===== src/rtl/dmem_arb_pkg.sv =====
// ---------------------------------------------------------------------------
// dmem_arb_pkg
// Shared types and helpers for the two-port data-memory arbiter.
//   state_e    : arbiter FSM states (IDLE, ACCESS, RESP)
//   F3_*       : RISC-V load/store width codes (func3)
//   port_id_t  : requester index (0 = load/store unit, 1 = aux master)
//   is_legal() : func3 legality check for a load or a store
// Optional build macro used by the arbiter: DMEM_ARB_RR_EN (round-robin).
// ---------------------------------------------------------------------------
package dmem_arb_pkg;

  typedef enum logic [1:0] {
    IDLE   = 2'd0,
    ACCESS = 2'd1,
    RESP   = 2'd2
  } state_e;

  localparam logic [2:0] F3_B  = 3'b000;
  localparam logic [2:0] F3_H  = 3'b001;
  localparam logic [2:0] F3_W  = 3'b010;
  localparam logic [2:0] F3_BU = 3'b100;
  localparam logic [2:0] F3_HU = 3'b101;

  typedef logic port_id_t;

  // Stores only come in signed widths; loads additionally allow the
  // zero-extending byte/half forms.
  function automatic logic is_legal(input logic we, input logic [2:0] func3);
    logic ok;
    if (we) begin
      ok = (func3 == F3_B) || (func3 == F3_H) || (func3 == F3_W);
    end else begin
      ok = (func3 == F3_B) || (func3 == F3_H) || (func3 == F3_W) ||
           (func3 == F3_BU) || (func3 == F3_HU);
    end
    return ok;
  endfunction

endpackage


===== src/rtl/dmem_rr_arbiter.sv =====
// ---------------------------------------------------------------------------
// dmem_rr_arbiter
// Two-way grant logic for the data-memory arbiter.
//   req_i [1:0] : request per port
//   en_i        : grants allowed this cycle (arbiter idle and out of reset)
//   ptr_i       : preferred port (round-robin build only)
//   gnt_o [1:0] : one-hot grant, or zero when nothing is granted
// Build option: DMEM_ARB_RR_EN
//   defined   -> round-robin, the port named by ptr_i wins a tie
//   undefined -> fixed priority, port 0 always wins a tie
// ---------------------------------------------------------------------------
module dmem_rr_arbiter
  import dmem_arb_pkg::*;
(
  input  logic [1:0] req_i,
  input  logic       en_i,
  input  port_id_t   ptr_i,
  output logic [1:0] gnt_o
);

`ifdef DMEM_ARB_RR_EN
  port_id_t other;
  assign other = ~ptr_i;

  always_comb begin
    gnt_o = 2'b00;
    if (en_i) begin
      if (req_i[ptr_i]) begin
        gnt_o[ptr_i] = 1'b1;
      end else if (req_i[other]) begin
        gnt_o[other] = 1'b1;
      end
    end
  end
`else
  // The pointer has no meaning under fixed priority.
  logic unused_ptr;
  assign unused_ptr = ptr_i;

  always_comb begin
    gnt_o = 2'b00;
    if (en_i) begin
      if (req_i[0]) begin
        gnt_o = 2'b01;
      end else if (req_i[1]) begin
        gnt_o = 2'b10;
      end
    end
  end
`endif

endmodule


===== src/rtl/dmem_arbiter.sv =====
// ---------------------------------------------------------------------------
// dmem_arbiter
// Shares the single data-memory port between the pipeline load/store unit
// (port 0) and an auxiliary master (port 1). One transaction at a time:
//   IDLE   : grant one valid port, pulse its req_ready, latch the request
//   ACCESS : check legality, drive the memory for exactly one cycle,
//            capture load data / error into the response registers
//   RESP   : hold rsp_valid for the owning port until rsp_ready
// Accept at cycle N -> rsp_valid at N+2; at most one request per 3 cycles.
// Ports:
//   clk, rst_n                 clock, synchronous active-low reset
//   req_valid/ready [2]        request handshake per port
//   req_addr/wdata/we/func3    request payload per port
//   rsp_valid [2], rsp_ready[2] response handshake per port
//   rsp_rdata, rsp_err         shared response data / error flag
//   mem_addr/wdata/read/write/func3, mem_rdata   memory interface
// Build option: DMEM_ARB_RR_EN selects round-robin instead of fixed
// priority (see dmem_rr_arbiter); ports and timing are identical.
// ---------------------------------------------------------------------------
module dmem_arbiter
  import dmem_arb_pkg::*;
#(
  parameter int ADDR_W    = 32,
  parameter int DATA_W    = 32,
  parameter int MEM_DEPTH = 40
) (
  input  logic                   clk,
  input  logic                   rst_n,
  input  logic [1:0]             req_valid,
  output logic [1:0]             req_ready,
  input  logic [1:0][ADDR_W-1:0] req_addr,
  input  logic [1:0][DATA_W-1:0] req_wdata,
  input  logic [1:0]             req_we,
  input  logic [1:0][2:0]        req_func3,
  output logic [1:0]             rsp_valid,
  input  logic [1:0]             rsp_ready,
  output logic [DATA_W-1:0]      rsp_rdata,
  output logic                   rsp_err,
  output logic [ADDR_W-1:0]      mem_addr,
  output logic [DATA_W-1:0]      mem_wdata,
  output logic                   mem_read,
  output logic                   mem_write,
  output logic [2:0]             mem_func3,
  input  logic [DATA_W-1:0]      mem_rdata
);

  localparam logic [ADDR_W-1:0] DEPTH_A = ADDR_W'(MEM_DEPTH);

  state_e              state_q;
  port_id_t            id_q;
  port_id_t            ptr_q;
  logic [ADDR_W-1:0]   addr_q;
  logic [DATA_W-1:0]   wdata_q;
  logic                we_q;
  logic [2:0]          func3_q;
  logic [1:0]          rsp_valid_q;
  logic                rsp_err_q;
  logic [DATA_W-1:0]   rsp_rdata_q;

  logic [1:0]          gnt;
  port_id_t            gnt_id;
  logic                legal;
  logic                rsp_err_d;
  logic [DATA_W-1:0]   rsp_rdata_d;

  // Grants are only issued from IDLE; holding en low in reset keeps a
  // request from seeing a ready that the reset edge would then discard.
  dmem_rr_arbiter u_arb (
    .req_i (req_valid),
    .en_i  ((state_q == IDLE) && rst_n),
    .ptr_i (ptr_q),
    .gnt_o (gnt)
  );

  assign gnt_id    = gnt[1];
  assign req_ready = gnt;

  assign legal = (addr_q < DEPTH_A) && is_legal(we_q, func3_q);

  // Memory strobes exist only during ACCESS of a legal request, and are
  // gated by rst_n so a reset landing mid-ACCESS can never write.
  assign mem_addr  = addr_q;
  assign mem_wdata = wdata_q;
  assign mem_func3 = func3_q;
  assign mem_read  = rst_n && (state_q == ACCESS) && legal && !we_q;
  assign mem_write = rst_n && (state_q == ACCESS) && legal &&  we_q;

  // Response contents captured at the end of ACCESS. Stores and rejected
  // requests return zero data.
  always_comb begin
    rsp_err_d   = !legal;
    rsp_rdata_d = '0;
    if (legal && !we_q) begin
      rsp_rdata_d = mem_rdata;
    end
  end

  assign rsp_valid = rsp_valid_q;
  assign rsp_err   = rsp_err_q;
  assign rsp_rdata = rsp_rdata_q;

  always_ff @(posedge clk) begin
    if (!rst_n) begin
      state_q     <= IDLE;
      id_q        <= 1'b0;
      ptr_q       <= 1'b0;
      addr_q      <= '0;
      wdata_q     <= '0;
      we_q        <= 1'b0;
      func3_q     <= 3'b000;
      rsp_valid_q <= 2'b00;
      rsp_err_q   <= 1'b0;
      rsp_rdata_q <= '0;
    end else begin
      case (state_q)
        IDLE: begin
          if (gnt != 2'b00) begin
            state_q <= ACCESS;
            id_q    <= gnt_id;
            ptr_q   <= ~gnt_id;
            addr_q  <= req_addr[gnt_id];
            wdata_q <= req_wdata[gnt_id];
            we_q    <= req_we[gnt_id];
            func3_q <= req_func3[gnt_id];
          end
        end
        ACCESS: begin
          state_q     <= RESP;
          rsp_err_q   <= rsp_err_d;
          rsp_rdata_q <= rsp_rdata_d;
          rsp_valid_q <= {id_q, ~id_q};
        end
        RESP: begin
          if ((rsp_valid_q & rsp_ready) != 2'b00) begin
            state_q     <= IDLE;
            rsp_valid_q <= 2'b00;
          end
        end
        default: begin
          state_q     <= IDLE;
          rsp_valid_q <= 2'b00;
        end
      endcase
    end
  end

endmodule


===== config.mk =====
export PLATFORM = sky130hd
export DESIGN_NAME = dmem_arbiter
export DESIGN_NICKNAME = d
export VERILOG_FILES = /design/src/rtl/dmem_arb_pkg.sv /design/src/rtl/dmem_rr_arbiter.sv /design/src/rtl/dmem_arbiter.sv
export SDC_FILE = /design/constraint.sdc
export NUM_CORES = 1
export LEC_CHECK = 0
export ABC_AREA = 1
export CAP_MARGIN = 10
export CORE_ASPECT_RATIO = 0.75
export CORE_UTILIZATION = 40
export CTS_BUF_LIST = sky130_fd_sc_hd__clkbuf_4
export CTS_CLUSTER_DIAMETER = 40
export DETAILED_ROUTE_END_ITERATION = 6
export DONT_BUFFER_PORTS = 1
export SLEW_MARGIN = 20
export SYNTH_ARGS = -nofsm -noshare
export SYNTH_HDL_FRONTEND = slang
export SYNTH_SLANG_ARGS = --single-unit

===== constraint.sdc =====
create_clock -name clk -period 3.72 [get_ports clk]
set_input_delay 0.744 -clock clk [delete_from_list [all_inputs] [get_ports clk]]
set_output_delay 0.744 -clock clk [all_outputs]
set_load 0.01 [all_outputs]

# After elaboration in Yosys (flattened, before gate mapping)
# Cells that the tools add are included.
# Widths: inputs -> output; s select.
dict set report classes {
  n_lt_le_gt_ge 2
  eq_ne 8
  n_mux 17
  n_bitwise 3
  reduce_logical 20
}
# cell count
set ops {}
lappend ops {{$mux 32} 5}
lappend ops {{$lt 32x6->1 const B} 1}
lappend ops {{$pmux 2 s3} 2}
lappend ops {{$mux 2} 5}
lappend ops {{$logic_and 1x1->1} 7}
lappend ops {{$eq 3x3->1 const B} 2}
lappend ops {{$mux 3} 2}
lappend ops {{$reduce_and 2->1} 3}
lappend ops {{$logic_or 1x1->1} 4}
lappend ops {{$reduce_bool 2->1} 2}
lappend ops {{$eq 3x1->1 const B} 1}
lappend ops {{$eq 3x2->1 const B} 1}
lappend ops {{$logic_not 3->1} 1}
lappend ops {{$mux 1} 3}
lappend ops {{$and 2x2->2} 1}
lappend ops {{$eq 2x1->1 const B} 1}
lappend ops {{$eq 2x2->1 const B} 1}
lappend ops {{$logic_not 1->1} 2}
lappend ops {{$logic_not 2->1} 1}
lappend ops {{$lt 1x2->1 const B} 1}
lappend ops {{$ne 2x1->1 const B} 1}
lappend ops {{$ne 2x2->1 const B} 1}
lappend ops {{$not 1->1} 2}
dict set report totals {
  regBits 106
  inputBits 174
  out_inout_bits 106
  wordCells 59
}

# Longest topological paths before layout
# Gate-level depths: netlist (run 1).
dict set report depth {
  ltp_word 9
  depth_mapped 9
  ltp_nobuf 7
}

# Hierarchy
# A second synthesis (run 1) with hierarchy kept.
dict set report hier_totals {
  cells_unflattened 631
  hier_area_um2 4569.4
}
# module n_inst cells_per_inst area_per_inst_um2 seq_area_each_um2
set modules_own_cells {}
lappend modules_own_cells {dmem_arbiter 1 627 4551.9 2142.1}
lappend modules_own_cells {dmem_rr_arbiter 1 4 17.5 0.0}

# Worst setup path before layout (run 1)
# No wires, ideal clock.
dict set report synth_path {
  kind {input -> output}
  from {input req_valid[0]}
  to {output req_ready[1]}
  arrival_ns 1.301
  required_ns 2.976
  setup_slack_ns 1.675
  cell_stages 4
  cell_sequence {inv_2 > nand2_2 > nor2_4 > buf_2}
}
dict set report synth_between {
  elab_chain_cells 2
}
# item line_no
set synth_lines {}
lappend synth_lines {{from (decl)} dmem_arbiter.sv:29} ;# input logic [1:0] req_valid,
lappend synth_lines {{$mux 2} dmem_rr_arbiter.sv:43} ;# if (req_i[0]) begin
lappend synth_lines {{$mux 2} dmem_rr_arbiter.sv:42} ;# if (en_i) begin
lappend synth_lines {{to (decl)} dmem_arbiter.sv:30} ;# output logic [1:0] req_ready,
# Every way passes these cells.

# Final worst setup path (run 1)
dict set report layout_path {
  from {register addr_q[21], in the netlist mem_addr[21]}
  to {output mem_read}
}
dict set report layout_between {
  elab_chain_cells 4
}
# item line_no
set layout_lines {}
lappend layout_lines {{from (decl)} dmem_arbiter.sv:52} ;# logic [ADDR_W-1:0] addr_q;
lappend layout_lines {{from (signal assigned)} dmem_arbiter.sv:121} ;# addr_q <= req_addr[gnt_id];
lappend layout_lines {{$lt 32x6->1} dmem_arbiter.sv:78} ;# assign legal = (addr_q < DEPTH_A) && is_legal(we_q, func3_q);
lappend layout_lines {{$logic_and 1x1->1} dmem_arbiter.sv:78}
lappend layout_lines {{$logic_and 1x1->1 (2 in series)} dmem_arbiter.sv:85} ;# assign mem_read = rst_n && (state_q == ACCESS) && legal && !we_q;
lappend layout_lines {{to (decl)} dmem_arbiter.sv:41} ;# output logic mem_read,
# Every way passes these cells.

==> flow_metrics.py, run 1 <==
metrics = {
    "placement": {
        "place_area_um2": 4960,
        "gp_congestion": 0.800,
        "placedCellCount": 874,
        "hpwl_um": 10100,
        "numPortBuffers": 0,
    },
    "routing": {
        "dr.pass1.iters": 4,
        "via_count": 4716,
        "wl_um": 14300,
        "wire_per_inst_um": 16.0,
        "drt.antenna.violating_nets": 0,
        "drc_errors": 0,
        "routed_via_density": 5.29,
        "drt_iter0_drc": 203,
    },
    "grt": {
        "antenna_found_initial": 0,
        "grt_pass1_wl_um": 21200,
        "grt_pass1_vias": 4311,
        "grt_overflow_total": 0,
        "grt_max_degree": 71,
        "track_usage": 0.213,
    },
    "layout": {
        "fin_util": 0.430,
        "post_route_cells_drive_above_1_share": 0.0536,
        "final_nets": 897,
        "fin_cells": 891,
        "area_growth_pct": 3.09,
        "final_area_um2": 5090,
    },
    "setup_path": {
        "start_kind": "register",
        "cp-end-kind": "output port",
        "setup.worst_path.class": "register to output port",
        "critPathMaxFanout": 18,
        "cp.required_ns": 2.98,
        "cp_data_arrival_time_ns": 2.07,
    },
    "pwr": {
        "power.switching_w": 0.000761,
        "seq_power_share": 0.579,
        "clkPwrFrac": 0.254,
        "power.density_nw_per_um2": 440,
        "comb_power_share": 0.167,
        "switching_share": 0.340,
        "irDropWorstVdd_uv": 169,
        "power.internal_w": 0.00148,
        "p_leak_nw": 2.03,
    },
    "sta": {
        "finalMaxSlewViolations": 0,
        "slew_headroom": 0.509,
        "fin_crit_sh": 0.756,
        "fmaxAchievable_ghz": 0.356,
        "clock_skew_ns": 0.0197,
        "finalCriticalPeriod_ns": 2.81,
        "hold_viol": 0,
        "final.setup.tns_ns": 0,
        "setup_viol": 0,
        "rsz0062_at_grt": "no",
        "worstMarginPinSlew_ns": 0.736,
        "holdWs_ns": 0.410,
    },
    "clock_tree": {
        "cts_buffer_depth": 2,
        "cts_setup_buffers": 0,
        "numCtsBuffers": 9,
        "cts-root-buf": "clkbuf_4",
        "clk_pin_slew_worst_paths_ns": 0.18,
        "clk_latency_ns": 0.45,
        "cts.sinks": 106,
        "htree_levels": 3,
        "cts_resized": 0,
        "cts-hold-fix-buffers": 0,
        "cts_tree": "built",
    },
    "floorplanning": {
        "initial_core_util": 0.418,
        "die-area_um2": 12800,
        "io_pins": 280,
        "rows": 34,
        "dieHeight_um": 98.2,
        "die_w_um": 130,
        "core_area_um2": 11800,
    },
    "synth": {
        "ys_seq_elements": 106,
        "synth_warnings": 0,
        "syn_nets": 932,
        "synth-seq-area-share": 0.430,
        "netlist_instances": 758,
        "synth_cell_type_count": 22,
        "synth.avg_cell_area_um2": 6.52,
        "netlist_area_um2": 4940,
    },
    "outcome": {
        "status": "complete, no violations",
    },
    "min_path": {
        "hp-class": "input pin to register",
    },
    "flow_run": {
        "maxCapViolCount": 0,
    },
}
stage by stage:
step	setup WS [ns]	total power, W
2_1_floorplan	1.67	0.00161
3_3_place_gp	1.35	0.00169
3_5_place_dp	1.31	0.00170
4_1_cts	0.821	0.00227
5_1_grt	0.715	0.00238
6_report	0.908	0.00224
synthesized netlist by cell type, drive strengths merged:
cell    number  area share
a21oi       74       0.075
and2         2      0.0025
buf         32       0.035
clkbuf      22       0.017
dfxtp      106        0.43
inv         21       0.016
nand2      348        0.27
nand3        6      0.0061
nand4       15       0.019
nor2        42       0.041
o21ai       89       0.090
or2          1      0.0013
sequential cells by signal (all words and copies together) (netlist names):
register and flops:
rsp_valid 2, mem_func3 3, rsp_rdata 32, mem_wdata 32, state_q 2, rsp_err 1, we_q 1, id_q 1
mem_addr 32
cells by family after synthesis:
kind of cell / share of synthesized area
simple gates: 0.337
compound gates: 0.165
buf+inv: 0.0682
flops: 0.430
placed cells by master (no fill, tap or decap):
cell type,n
buf_4,7
clkbuf_4,10
nand2_2,2
clkinv_4,2
buf_12,1
inv_8,2
inv_2,3
o21ai_0,79
dfxtp_1,106
inv_1,18
or2_2,1
diode_2,1
nand3_1,6
nor2_1,34
nor2_2,3
nor2_4,5
nand2_1,345
o21ai_1,10
a21oi_1,74
nand2_4,1
inv_6,2
nand4_1,15
and2_0,2
critical path: stages (launching register included):
cell and delay, ns:
dfxtp_1 0.39, nor2_1 0.13, nand2_1 0.07, nor2_1 0.17
nand2_1 0.15, nor2_4 0.35, nand3_1 0.15, nor2_1 0.22
per-layer routing:
layer / global-route usage / vias up / wire length [um]
met5: 0 / - / 0
met4: 0.0725 / 0 / 209
met3: 0.0641 / 18 / 1210
met2: 0.381 / 208 / 7030
met1: 0.238 / 2136 / 5810
li1: - / 2354 / -
worst paths after layout:
check | from | to | slack [ns] | depth (start not counted)
min | mem_rdata[9] | rsp_rdata[9] | 0.41 | 2
max | mem_addr[21] | mem_read | 0.91 | 7
max reg2reg | state_q[1] | mem_addr[5] | 1.75 | 8
min reg2reg | rsp_rdata[25] | rsp_rdata[25] | 0.51 | 2
power by group through the flow:
| stage | sequential [W] | combinational (W) | clock [W] |
|---|---|---|---|
| floorplan | 0.00130 | 0.000312 | 0 |
| global placement | 0.00132 | 0.000366 | 0 |
| detailed placement | 0.00132 | 0.000376 | 0 |
| CTS | 0.00130 | 0.000377 | 0.000599 |
| global route | 0.00131 | 0.000429 | 0.000643 |
| finish | 0.00130 | 0.000375 | 0.000568 |
final cells by class:
type / count / area (um^2)
Clock buffer: 10 / 75.1
Tap cell: 162 / 203
Inverter: 21 / 78.8
Fill cell: 1303 / 6740
Clock inverter: 6 / 57.6
Multi-Input combinational cell: 577 / 2480
Antenna cell: 1 / 2.50
Sequential cell: 106 / 2120
Timing Repair Buffer: 8 / 72.6
(Power assumes the default switching activity.)
==> run 2, diff against run 1 <==
clock period = 2.3 ns   (was 3.72 ns; I/O delays follow)
==> flow_metrics.py, run 2 (synthesis results as in run 1) <==
metrics = {
    "floorplanning": {
        "die_w_um": 130,
        "io_pins": 280,
        "die-area_um2": 12800,
        "initial_core_util": 0.418,
        "rows": 34,
        "dieHeight_um": 98.2,
        "core_area_um2": 11800,
    },
    "clock_tree": {
        "cts.sinks": 106,
        "clk_latency_ns": 0.46,
        "clk_pin_slew_worst_paths_ns": 0.17,
        "cts_tree": "built",
        "htree_levels": 3,
        "cts_buffer_depth": 2,
        "cts-root-buf": "clkbuf_4",
        "numCtsBuffers": 9,
    },
    "sta": {
        "setup_viol": 0,
        "fmaxAchievable_ghz": 0.461,
        "worstMarginPinSlew_ns": 0.642,
        "finalMaxSlewViolations": 0,
        "clock_skew_ns": 0.0167,
        "rsz0062_at_grt": "yes",
        "hold_viol": 0,
        "worst_slack_ns": 0.129,
        "fin_crit_sh": 0.944,
        "slew_headroom": 0.571,
        "finalCriticalPeriod_ns": 2.17,
    },
    "flow_run": {
        "maxCapViolCount": 0,
    },
    "grt": {
        "antenna_found_initial": 0,
        "track_usage": 0.208,
        "grt_pass1_wl_um": 20700,
        "grt_pass1_vias": 4138,
        "grt_max_degree": 63,
        "grt_overflow_total": 0,
    },
    "routing": {
        "dr.pass1.iters": 4,
        "drt.antenna.violating_nets": 0,
        "wire_per_inst_um": 16.1,
        "drc_errors": 0,
        "via_count": 4736,
        "drt_iter0_drc": 211,
        "wl_um": 14500,
        "routed_via_density": 5.26,
    },
    "layout": {
        "fin_util": 0.441,
        "layout_common_cells": "345 x nand2_1, 104 x dfxtp_1, 79 x o21ai_0",
        "n_fill_cell": 1276,
        "diodes": 0,
        "area_growth_pct": 5.50,
        "final_nets": 907,
        "final_common_cell": "nand2_1",
        "post_route_cells_drive_above_1_share": 0.0745,
    },
    "pwr": {
        "irDropWorstVdd_uv": 270,
        "power.switching_w": 0.00124,
        "switching_share": 0.340,
        "p_leak_nw": 2.08,
        "comb_power_share": 0.177,
        "clkPwrFrac": 0.247,
        "seq_power_share": 0.576,
        "power.density_nw_per_um2": 697,
        "power.internal_w": 0.00240,
    },
    "setup_path": {
        "start_kind": "register",
        "setup.worst_path.class": "register to output port",
        "slowest_delay_ns": 0.38,
        "slowest_stage": "dfxtp_2",
        "cp-end-kind": "output port",
        "crit_chain": "nor2_1 > nand2_1 > nor2_2 > nand2_1 > nor2_4 > nand3_2 > nor2_2",
        "cp.required_ns": 1.84,
        "cp_data_arrival_time_ns": 1.71,
        "critPathMaxFanout": 3,
    },
    "min_path": {
        "hp-class": "input pin to register",
    },
    "placement": {
        "numPortBuffers": 0,
        "dp_slack_ns": 0.493,
        "hpwl_um": 10100,
        "gp_congestion": 0.788,
    },
    "outcome": {
        "status": "complete, no violations",
    },
}
run 2: path summary, 6_finish.rpt:
kind | startpoint | to | slack (ns) | cells after the start
setup / recovery | mem_addr[21] | mem_write | 0.13 | 7
hold / removal | rst_n | rsp_err | 0.13 | 2
setup reg to reg | state_q[1] | mem_addr[5] | 0.47 | 9
hold reg to reg | id_q | rsp_valid[1] | 0.50 | 2
run 2: area by class of cell:
| cell class | instances | area (um^2) | share of cell area |
|---|---|---|---|
| Multi-Input combinational cell | 577 | 2500 | 0.480 |
| Clock inverter | 6 | 50.0 | 0.00961 |
| Timing Repair Buffer | 18 | 178 | 0.0341 |
| Sequential cell | 106 | 2120 | 0.408 |
| Clock buffer | 10 | 75.1 | 0.0144 |
| Tap cell | 162 | 203 | 0.0389 |
| Inverter | 21 | 78.8 | 0.0151 |
run 2: routing by layer:
layer | vias to the layer above | share of wire | track usage
li1 | 2366 | - | -
met1 | 2171 | 0.42 | 0.235
met2 | 188 | 0.49 | 0.379
met3 | 11 | 0.080 | 0.0625
met4 | 0 | 0.0084 | 0.0456
met5 | - | 0 | 0
run 2: what timing repair did:
item	in CTS	in global routing
pin swaps	0	2
setup endpoints to repair	2	3
setup buffers	0	3
hold buffers	0	0
gates resized for setup	0	7
cloned	0	1
run 2: power by group through the flow:
stage | logic, W | clock network [W] | registers [W]
2_1_floorplan | 0.000505 | 0 | 0.00210
3_3_place_gp | 0.000611 | 0 | 0.00213
3_5_place_dp | 0.000627 | 0 | 0.00213
4_1_cts | 0.000629 | 0.000942 | 0.00209
5_1_grt | 0.000738 | 0.00101 | 0.00211
6_report | 0.000644 | 0.000896 | 0.00209
run 2: through the flow:
stage | cell area, um^2 | instances | TNS, ns | hold WS [ns] | power (W)
floorplan | 4940 | 758 | 0 | 0.452 | 0.00260
global placement | 5010 | 880 | 0 | 0.465 | 0.00274
detailed placement | 5010 | 880 | 0 | 0.481 | 0.00276
CTS | 5140 | 896 | -0.0529 | 0.0845 | 0.00366
global route | 5210 | 900 | -0.0175 | 0.0752 | 0.00385
finish | 5210 | 900 | 0 | 0.130 | 0.00363
run 2: worst max-delay path: cells and delay by family (launching register included):
family	cells	cell delay (ns)
DFF	1	0.38
and+or+nand+nor	7	0.88
